--- src/rtl/seq_detect_ctrl_pkg.sv ---
// seq_detect_ctrl_pkg: shared state encoding and default sizing for the detector controllers
package seq_detect_ctrl_pkg;
  typedef enum logic [1:0] {
    IDLE = 2'd0,
    RUN  = 2'd1,
    DONE = 2'd2
  } state_t;
  localparam int MAXLEN_DEF = 8;
  localparam int CNTW_DEF = 8;
endpackage

--- src/rtl/seq_detect_ctrl_if.sv ---
// seq_detect_ctrl_if: config, control, serial stream and status signals of the run controller
interface seq_detect_ctrl_if #(
  parameter int MAXLEN = 8,
  parameter int CNTW = 8,
  parameter int LW = $clog2(MAXLEN + 1)
);
  logic cfg_we;
  logic [MAXLEN-1:0] cfg_pattern;
  logic [LW-1:0] cfg_len;
  logic cfg_overlap;
  logic [CNTW-1:0] cfg_target;
  logic start;
  logic abort;
  logic x;
  logic x_valid;
  logic hit;
  logic [CNTW-1:0] match_cnt;
  logic busy;
  logic done;
  modport master (
    output cfg_we, cfg_pattern, cfg_len, cfg_overlap, cfg_target, start, abort, x, x_valid,
    input  hit, match_cnt, busy, done
  );
  modport slave (
    input  cfg_we, cfg_pattern, cfg_len, cfg_overlap, cfg_target, start, abort, x, x_valid,
    output hit, match_cnt, busy, done
  );
endinterface

--- src/rtl/seq_shift_window.sv ---
// seq_shift_window: serial history shift register plus saturating count of bits gathered
module seq_shift_window #(
  parameter int MAXLEN = 8,
  parameter int LW = $clog2(MAXLEN + 1)
) (
  input  logic clk,
  input  logic rst,
  input  logic clr,
  input  logic shift,
  input  logic fill_rst,
  input  logic x,
  output logic [MAXLEN-2:0] window,
  output logic [LW-1:0] fill
);
  localparam int WW = MAXLEN - 1;
  always_ff @(posedge clk or negedge rst) begin
    if (!rst) begin
      window <= '0;
      fill <= '0;
    end else if (clr) begin
      window <= '0;
      fill <= '0;
    end else begin
      if (shift) window <= WW'({window, x});
      if (fill_rst) fill <= '0;
      else if (shift && fill != LW'(MAXLEN)) fill <= fill + 1'b1;
    end
  end
endmodule

--- src/rtl/seq_detect_ctrl.sv ---
// seq_detect_ctrl: programmable serial pattern detector with arm/abort control and match target
module seq_detect_ctrl
  import seq_detect_ctrl_pkg::*;
#(
  parameter int MAXLEN = MAXLEN_DEF,
  parameter int CNTW = CNTW_DEF
) (
  input logic clk,
  input logic rst,
  seq_detect_ctrl_if.slave bus
);
  localparam int LW = $clog2(MAXLEN + 1);
  state_t state, state_n;
  logic [MAXLEN-1:0] pattern, cand, mask;
  logic [LW-1:0] len, fill;
  logic overlap, run, go, match, hit, last;
  logic [CNTW-1:0] target, cnt;
  logic [MAXLEN-2:0] window;
  assign run = state == RUN;
  assign go = ~run & bus.start & ~bus.abort;
  assign cand = {window, bus.x};
  assign mask = ~({MAXLEN{1'b1}} << len);
  assign match = ((cand ^ pattern) & mask) == '0 && ({1'b0, fill} + 1'b1) >= {1'b0, len};
  assign hit = run & bus.x_valid & match & ~bus.abort;
  assign last = target != '0 && cnt + 1'b1 == target;
  seq_shift_window #(.MAXLEN(MAXLEN)) u_win (
    .clk(clk),
    .rst(rst),
    .clr(go),
    .shift(run & bus.x_valid),
    .fill_rst(hit & ~overlap),
    .x(bus.x),
    .window(window),
    .fill(fill)
  );
  always_ff @(posedge clk or negedge rst) begin
    if (!rst) state <= IDLE;
    else state <= state_n;
  end
  always_comb begin
    state_n = state;
    if (bus.abort) state_n = IDLE;
    else if (run) state_n = (hit && last) ? DONE : RUN;
    else if (bus.start) state_n = RUN;
  end
  always_comb begin
    bus.hit = hit;
    bus.busy = run;
    bus.done = state == DONE;
    bus.match_cnt = cnt;
  end
  // config is frozen while a run is in progress; out-of-range lengths are clamped on load
  always_ff @(posedge clk or negedge rst) begin
    if (!rst) begin
      pattern <= '0;
      len <= LW'(MAXLEN);
      overlap <= 1'b1;
      target <= '0;
    end else if (bus.cfg_we && !run) begin
      pattern <= bus.cfg_pattern;
      len <= (bus.cfg_len == '0) ? LW'(1) : (bus.cfg_len > LW'(MAXLEN)) ? LW'(MAXLEN) : bus.cfg_len;
      overlap <= bus.cfg_overlap;
      target <= bus.cfg_target;
    end
  end
  always_ff @(posedge clk or negedge rst) begin
    if (!rst) cnt <= '0;
    else if (go) cnt <= '0;
    else if (hit && cnt != '1) cnt <= cnt + 1'b1;
  end
endmodule

--- src/flat_wrapper.sv ---
// flat-port wrapper written by rule: the top's interface ports become plain ports
module seq_detect_ctrl_flat import seq_detect_ctrl_pkg::*;
#(
  parameter int MAXLEN = MAXLEN_DEF,
  parameter int CNTW = CNTW_DEF
)
  (clk, rst, bus_cfg_we, bus_cfg_pattern, bus_cfg_len, bus_cfg_overlap, bus_cfg_target, bus_start, bus_abort, bus_x, bus_x_valid, bus_hit, bus_match_cnt, bus_busy, bus_done);
  seq_detect_ctrl_if #(.MAXLEN(MAXLEN), .CNTW(CNTW)) bus_i ();
  input logic clk;
  input logic rst;
  input wire logic [$bits(bus_i.cfg_we)-1:0] bus_cfg_we;
  input wire logic [$bits(bus_i.cfg_pattern)-1:0] bus_cfg_pattern;
  input wire logic [$bits(bus_i.cfg_len)-1:0] bus_cfg_len;
  input wire logic [$bits(bus_i.cfg_overlap)-1:0] bus_cfg_overlap;
  input wire logic [$bits(bus_i.cfg_target)-1:0] bus_cfg_target;
  input wire logic [$bits(bus_i.start)-1:0] bus_start;
  input wire logic [$bits(bus_i.abort)-1:0] bus_abort;
  input wire logic [$bits(bus_i.x)-1:0] bus_x;
  input wire logic [$bits(bus_i.x_valid)-1:0] bus_x_valid;
  output wire logic [$bits(bus_i.hit)-1:0] bus_hit;
  output wire logic [$bits(bus_i.match_cnt)-1:0] bus_match_cnt;
  output wire logic [$bits(bus_i.busy)-1:0] bus_busy;
  output wire logic [$bits(bus_i.done)-1:0] bus_done;
  assign bus_i.cfg_we = bus_cfg_we;
  assign bus_i.cfg_pattern = bus_cfg_pattern;
  assign bus_i.cfg_len = bus_cfg_len;
  assign bus_i.cfg_overlap = bus_cfg_overlap;
  assign bus_i.cfg_target = bus_cfg_target;
  assign bus_i.start = bus_start;
  assign bus_i.abort = bus_abort;
  assign bus_i.x = bus_x;
  assign bus_i.x_valid = bus_x_valid;
  assign bus_hit = bus_i.hit;
  assign bus_match_cnt = bus_i.match_cnt;
  assign bus_busy = bus_i.busy;
  assign bus_done = bus_i.done;
  seq_detect_ctrl #(.MAXLEN(MAXLEN), .CNTW(CNTW)) u_core (.clk(clk), .rst(rst), .bus(bus_i));
endmodule
--- config.mk ---
export PLATFORM = sky130hd
export DESIGN_NAME = seq_detect_ctrl_flat
export DESIGN_NICKNAME = d
export VERILOG_FILES = /design/src/rtl/seq_detect_ctrl_pkg.sv /design/src/rtl/seq_detect_ctrl_if.sv /design/src/rtl/seq_shift_window.sv /design/src/rtl/seq_detect_ctrl.sv /design/src/flat_wrapper.sv
export SDC_FILE = /design/constraint.sdc
export NUM_CORES = 1
export LEC_CHECK = 0
export CAP_MARGIN = 20
export CORE_MARGIN = 5
export CORE_UTILIZATION = 57
export CTS_CLUSTER_DIAMETER = 200
export DETAILED_ROUTE_END_ITERATION = 10
export GPL_ROUTABILITY_DRIVEN = 0
export HOLD_SLACK_MARGIN = 0.12
export PLACE_DENSITY_LB_ADDON = 0.1
export RECOVER_POWER = 25
export SYNTH_ARGS = -nofsm -noshare
export SYNTH_HDL_FRONTEND = slang
export SYNTH_SLANG_ARGS = --single-unit
--- constraint.sdc ---
create_clock -name clk -period 6 [get_ports clk]
set_input_delay 1.2 -clock clk [delete_from_list [all_inputs] [get_ports clk]]
set_output_delay 1.2 -clock clk [all_outputs]
set_load 0.01 [all_outputs]
# == Yosys cells after proc, flatten, opt, wreduce, memory -nomap -nowiden ==
# Index checks and enable logic that the tools add are counted.
# totals
out_inout_bits,11
wordCells,58
in_bits,28
register_bits,42
# op_classes
n_addsub,3
magnitude_cmp,2
muxes,13
bitwise,12
reduce_logical,14
n_eq_ne,5
shifts,1
# op_table
op,count
$mux 4,5
$mux 8,2
$mux 7,2
$add 8x1->8 const B,1
$and 8x8->8,1
$eq 8x8->1,1
$logic_not 8->1,1
$mux 2,4
$ne 8x8->1 const B,1
$not 8->8,1
$reduce_bool 8->1,1
$shl 8x4->8 const A,1
$xor 8x8->8,1
$and 1x1->1,6
$logic_and 1x1->1,6
$reduce_bool 3->1,2
$add 4x1->5 const B,1
$ge 5x4->1,1
$add 4x1->4 const B,1
$gt 4x4->1 const B,1
$logic_not 4->1,1
$ne 4x4->1 const B,1
$reduce_bool 2->1,2
$not 1->1,3
3 further kinds,3

# == Logic depth before layout (Yosys ltp) ==
# logic_depth
ltp_word,11
ltp_mapped,9
depth_no_buf,9

# == By module ==
# A second synthesis with hierarchy kept.
# unflattened
hier_cells,239
hier_area_um2,2429.8
# by_module_without_submodules
module,cells_per_inst,n_inst,seq_area_each_um2,area_each_um2
seq_detect_ctrl,192,1,778.2,1888.1
seq_shift_window,47,1,275.3,541.8

# == Worst setup path before layout ==
# Ideal clock, no wire load.
# synth_timing
path_kind,input to output
from,input port bus_x_valid
to,output port bus_hit
required_ns,4.800
arrival_time_ns,1.876
setup_slack_ns,2.924
path_buffers,0
path_stages,5
cell_sequence,nand3b_1 -> nor2_1 -> nand4_1 -> nand4b_1 -> inv_2
# synth_between
elab_chain_len,3
# synth_lines
item,line_no,text
start: declaration,flat_wrapper.sv:19,input wire logic [$bits(bus_i.x_valid)-1:0] bus_x_valid;
$and 1x1->1 (3 in a row),seq_detect_ctrl.sv:24,assign hit = run & bus.x_valid & match & ~bus.abort;
end: declaration,flat_wrapper.sv:20,output wire logic [$bits(bus_i.hit)-1:0] bus_hit;
# Every way passes these cells.

# == Final worst setup path ==
# Same ends and word-level chain as after synthesis.

==> impl_metrics.env <==
export IMPL_viasPerCell=5.72
export IMPL_dr_pass1_iters=4
export IMPL_r2r_cells=9
export IMPL_dieArea_um2=5520
export IMPL_io_pins=39
export IMPL_cp_required_ps=4800
export IMPL_ir_drop_uv=136
export IMPL_grt_max_degree=43
export IMPL_slew_headroom_pct=-48.2
export IMPL_wire_per_inst_um=15.6
export IMPL_cp_arrival_ps=3530
export IMPL_status="finished, violations left"
export IMPL_postSynthAreaPerCell_um2=10.2
export IMPL_diodes=0
export IMPL_clockRootBuffer="clkbuf_8"
export IMPL_drc=0
export IMPL_numPortBuffers=38
export IMPL_clkTransAtPathRegs_ps=80
export IMPL_maxSlewViolCount=43
export IMPL_critPathKind="in -> out"
export IMPL_synth_top_area_cell="dfrtp_1"
export IMPL_regToRegSetupSlack_ps=3160
export IMPL_cp_max_fo=11
export IMPL_finalWirelength_mm=4.99
export IMPL_synth_seq_cells=42
export IMPL_hp_class="reg -> reg"
export IMPL_worst_pin_slew_ps=2220
export IMPL_grt_ovfl_total=0
export IMPL_cts_sinks=42
export IMPL_worst_path_largest_cell_delay_ps=560
export IMPL_cp_slowest_cell="clkdlybuf4s50_1"
export IMPL_p_comb_share_pct=21.2
export IMPL_switchingPower_w=0.000190
export IMPL_synth_fp_nets=267
export IMPL_async_flop_share_pct=100
export IMPL_synth_top_area_share_pct=42.5
export IMPL_hpwlAfterDp_mm=3.62
export IMPL_postCtsSetupBuffers=0
export IMPL_start_util_pct=58.9
export IMPL_reg2reg_from="u_core.u_win.fill[0]"
export IMPL_layout_drive_gt1_share_pct=14.9
export IMPL_grt_pass1_wl_mm=8.26
export IMPL_design_area_um2=2840
export IMPL_fmax_mhz=212
export IMPL_yosys_warnings=0
export IMPL_tritoncts="built"
export IMPL_netlist_area_um2=2360
export IMPL_violations="capacitance limit, slew limit"
export IMPL_min_period_ps=4730
export IMPL_fin_tns_setup_ps=0
export IMPL_ctsHoldBuffers=0
export IMPL_die_h_um=74.3
export IMPL_synth_edf_count=0
export IMPL_place_area_um2=2760
export IMPL_crit_top_cell="clkdlybuf4s50_1"
export IMPL_yosysMostFrequentCell="dfrtp_1"
export IMPL_finalNetCount=304
export IMPL_power_frac_clock_pct=26.3
export IMPL_setup_viol=0
export IMPL_synth_flop_cell="dfrtp_1"
export IMPL_r2r_end="u_core.bus.match_cnt[4]"
export IMPL_cp_startpoint="bus_x_valid"
export IMPL_rows=23
export IMPL_p_leak_nw=1.21
export IMPL_area_growth_pct=20.4
export IMPL_power_density_nw_per_um2=232
export IMPL_track_usage_pct=19.7
export IMPL_setup_worst_path_end="bus_hit"
export IMPL_first_iter_violations=88
export IMPL_cts_resized_gates=0
export IMPL_critPathCaptureType="output port"
export IMPL_postRouteAntennaNets=0
export IMPL_die_x_um=74.3
export IMPL_htreeDepth=2
export IMPL_synthTopCellsByCount="40 x dfrtp_1, 24 x nand2_1, 19 x mux2_2"
export IMPL_clk_insertion_delay_late_ps=290
export IMPL_hold_violations=0
export IMPL_antenna_found_initial=0
export IMPL_rsz0062_at_grt="false"
export IMPL_skew_ps=5.20
export IMPL_clockBufferDepth=2
export IMPL_num_vias=1826
export IMPL_pwr_share_seq_pct=52.4
export IMPL_max_cap_viol_count=1
export IMPL_switching_share_pct=28.8
export IMPL_core_um2=4000
export IMPL_grt_pass1_vias=1818
export IMPL_synthCells=232
export IMPL_power_internal_w=0.000468
export IMPL_startpoint_type="primary input"
export IMPL_numCtsBuffers=5
export IMPL_period_share_pct=78.8
export IMPL_worstPathCellList="clkdlybuf4s50_1, nand3b_1, nor2_1, nand4_1, nand4b_1, inv_2, clkdlybuf4s50_1"
export IMPL_ys_seq_area_share_pct=44.7
export IMPL_synth_area_leaders="dfrtp_1 42%, mux2_2 9.1%, xnor2_1 4.1%"
export IMPL_power_total_w=0.000658
export IMPL_ys_types=53
## power groups by stage
stage          registers (W)  clock network (W)  logic [W]
3_5_place_dp        0.000350                  0   0.000140
4_1_cts             0.000345           0.000178   0.000141
3_3_place_gp        0.000349                  0   0.000136
5_1_grt             0.000349           0.000186   0.000158
6_report            0.000345           0.000173   0.000140
2_1_floorplan       0.000339                  0  0.0000988
## routing by layer
metal / up-vias / track usage (%) / wire length, um
li1: 898 / - / -
met1: 882 / 23.9 / 2170
met2: 37 / 33.6 / 2480
met3: 9 / 5.41 / 227
met4: 0 / 7.31 / 106
met5: - / 0 / 0
## cell families (layout without fill, tap and decap cells)
logic type / count (synthesis) / after routing / share of synthesized area [%]
simple gates: 82 / 82 / 18.4
compound gates: 45 / 45 / 13.0
flops: 42 / 42 / 44.7
mux: 21 / 21 / 10.1
xor+xnor: 19 / 19 / 7.38
buf+inv: 16 / 53 / 2.71
fa+ha+maj: 7 / 7 / 3.72
## worst min-delay path by stage
stage / startpoint / to / slack, ps / cells past startpoint
3_3_place_gp: u_core.state[1] / u_core.state[1] / 500 / 1
3_5_place_dp: u_core.pattern[5] / u_core.pattern[5] / 520 / 1
2_1_floorplan: u_core.state[1] / u_core.state[1] / 470 / 1
6_report: u_core.pattern[5] / u_core.pattern[5] / 540 / 1
4_1_cts: u_core.pattern[5] / u_core.pattern[5] / 540 / 1
5_1_grt: u_core.pattern[5] / u_core.pattern[5] / 560 / 1
## worst max-delay path, delay by kind of cell
family	cells	cell delay (ps)
buffers and inverters	3	1280
AND/OR/NAND/NOR	4	1040
## stage by stage
stage               util (%)  setup WS, ps  std cells  hold WS, ps
floorplan                  -          2920        232          469
global placement        69.0          1320        312          501
detailed placement      69.0          1280        312          520
CTS                     71.0          1280        319          538
global route            70.9          1140        319          557
finish                  70.9          1270        319          535
## flip-flops by register name, indices dropped and copies added, names as in the netlist
name                  cells
u_core.len                4
u_core.u_win.window       7
u_core.target             8
u_core.u_win.fill         4
u_core.pattern            8
u_core.overlap            1
u_core.bus.match_cnt      8
u_core.state              2
## placed cells by master (no fill, tap or decap), types with 3 or more instances in the layout
cell             netlist  final
dfrtp_1               40     40
clkdlybuf4s50_1        0     37
mux2_2                19     19
nand3_1                5      5
xnor2_1               11     11
o31ai_1                3      3
o21ai_0                8      8
nor2_1                15     15
a31oi_1                3      3
nor3_1                 9      9
nor3b_1                3      3
inv_1                  7      7
clkbuf_8               0      5
a21oi_1               11     11
ha_1                   7      7
nand2_1               24     24
nand2b_1               6      6
xor2_1                 7      7
## final cells by class
| type | count | area [um2] |
|---|---|---|
| multi-input combinational | 174 | 1240 |
| tap | 50 | 62.6 |
| clock buffer | 5 | 68.8 |
| inverter | 8 | 30.0 |
| fill | 329 | 1160 |
| clock inverter | 2 | 10.0 |
| timing repair buffer | 38 | 374 |
| sequential | 42 | 1050 |
Note: power is estimated with default switching activity, not from simulation.
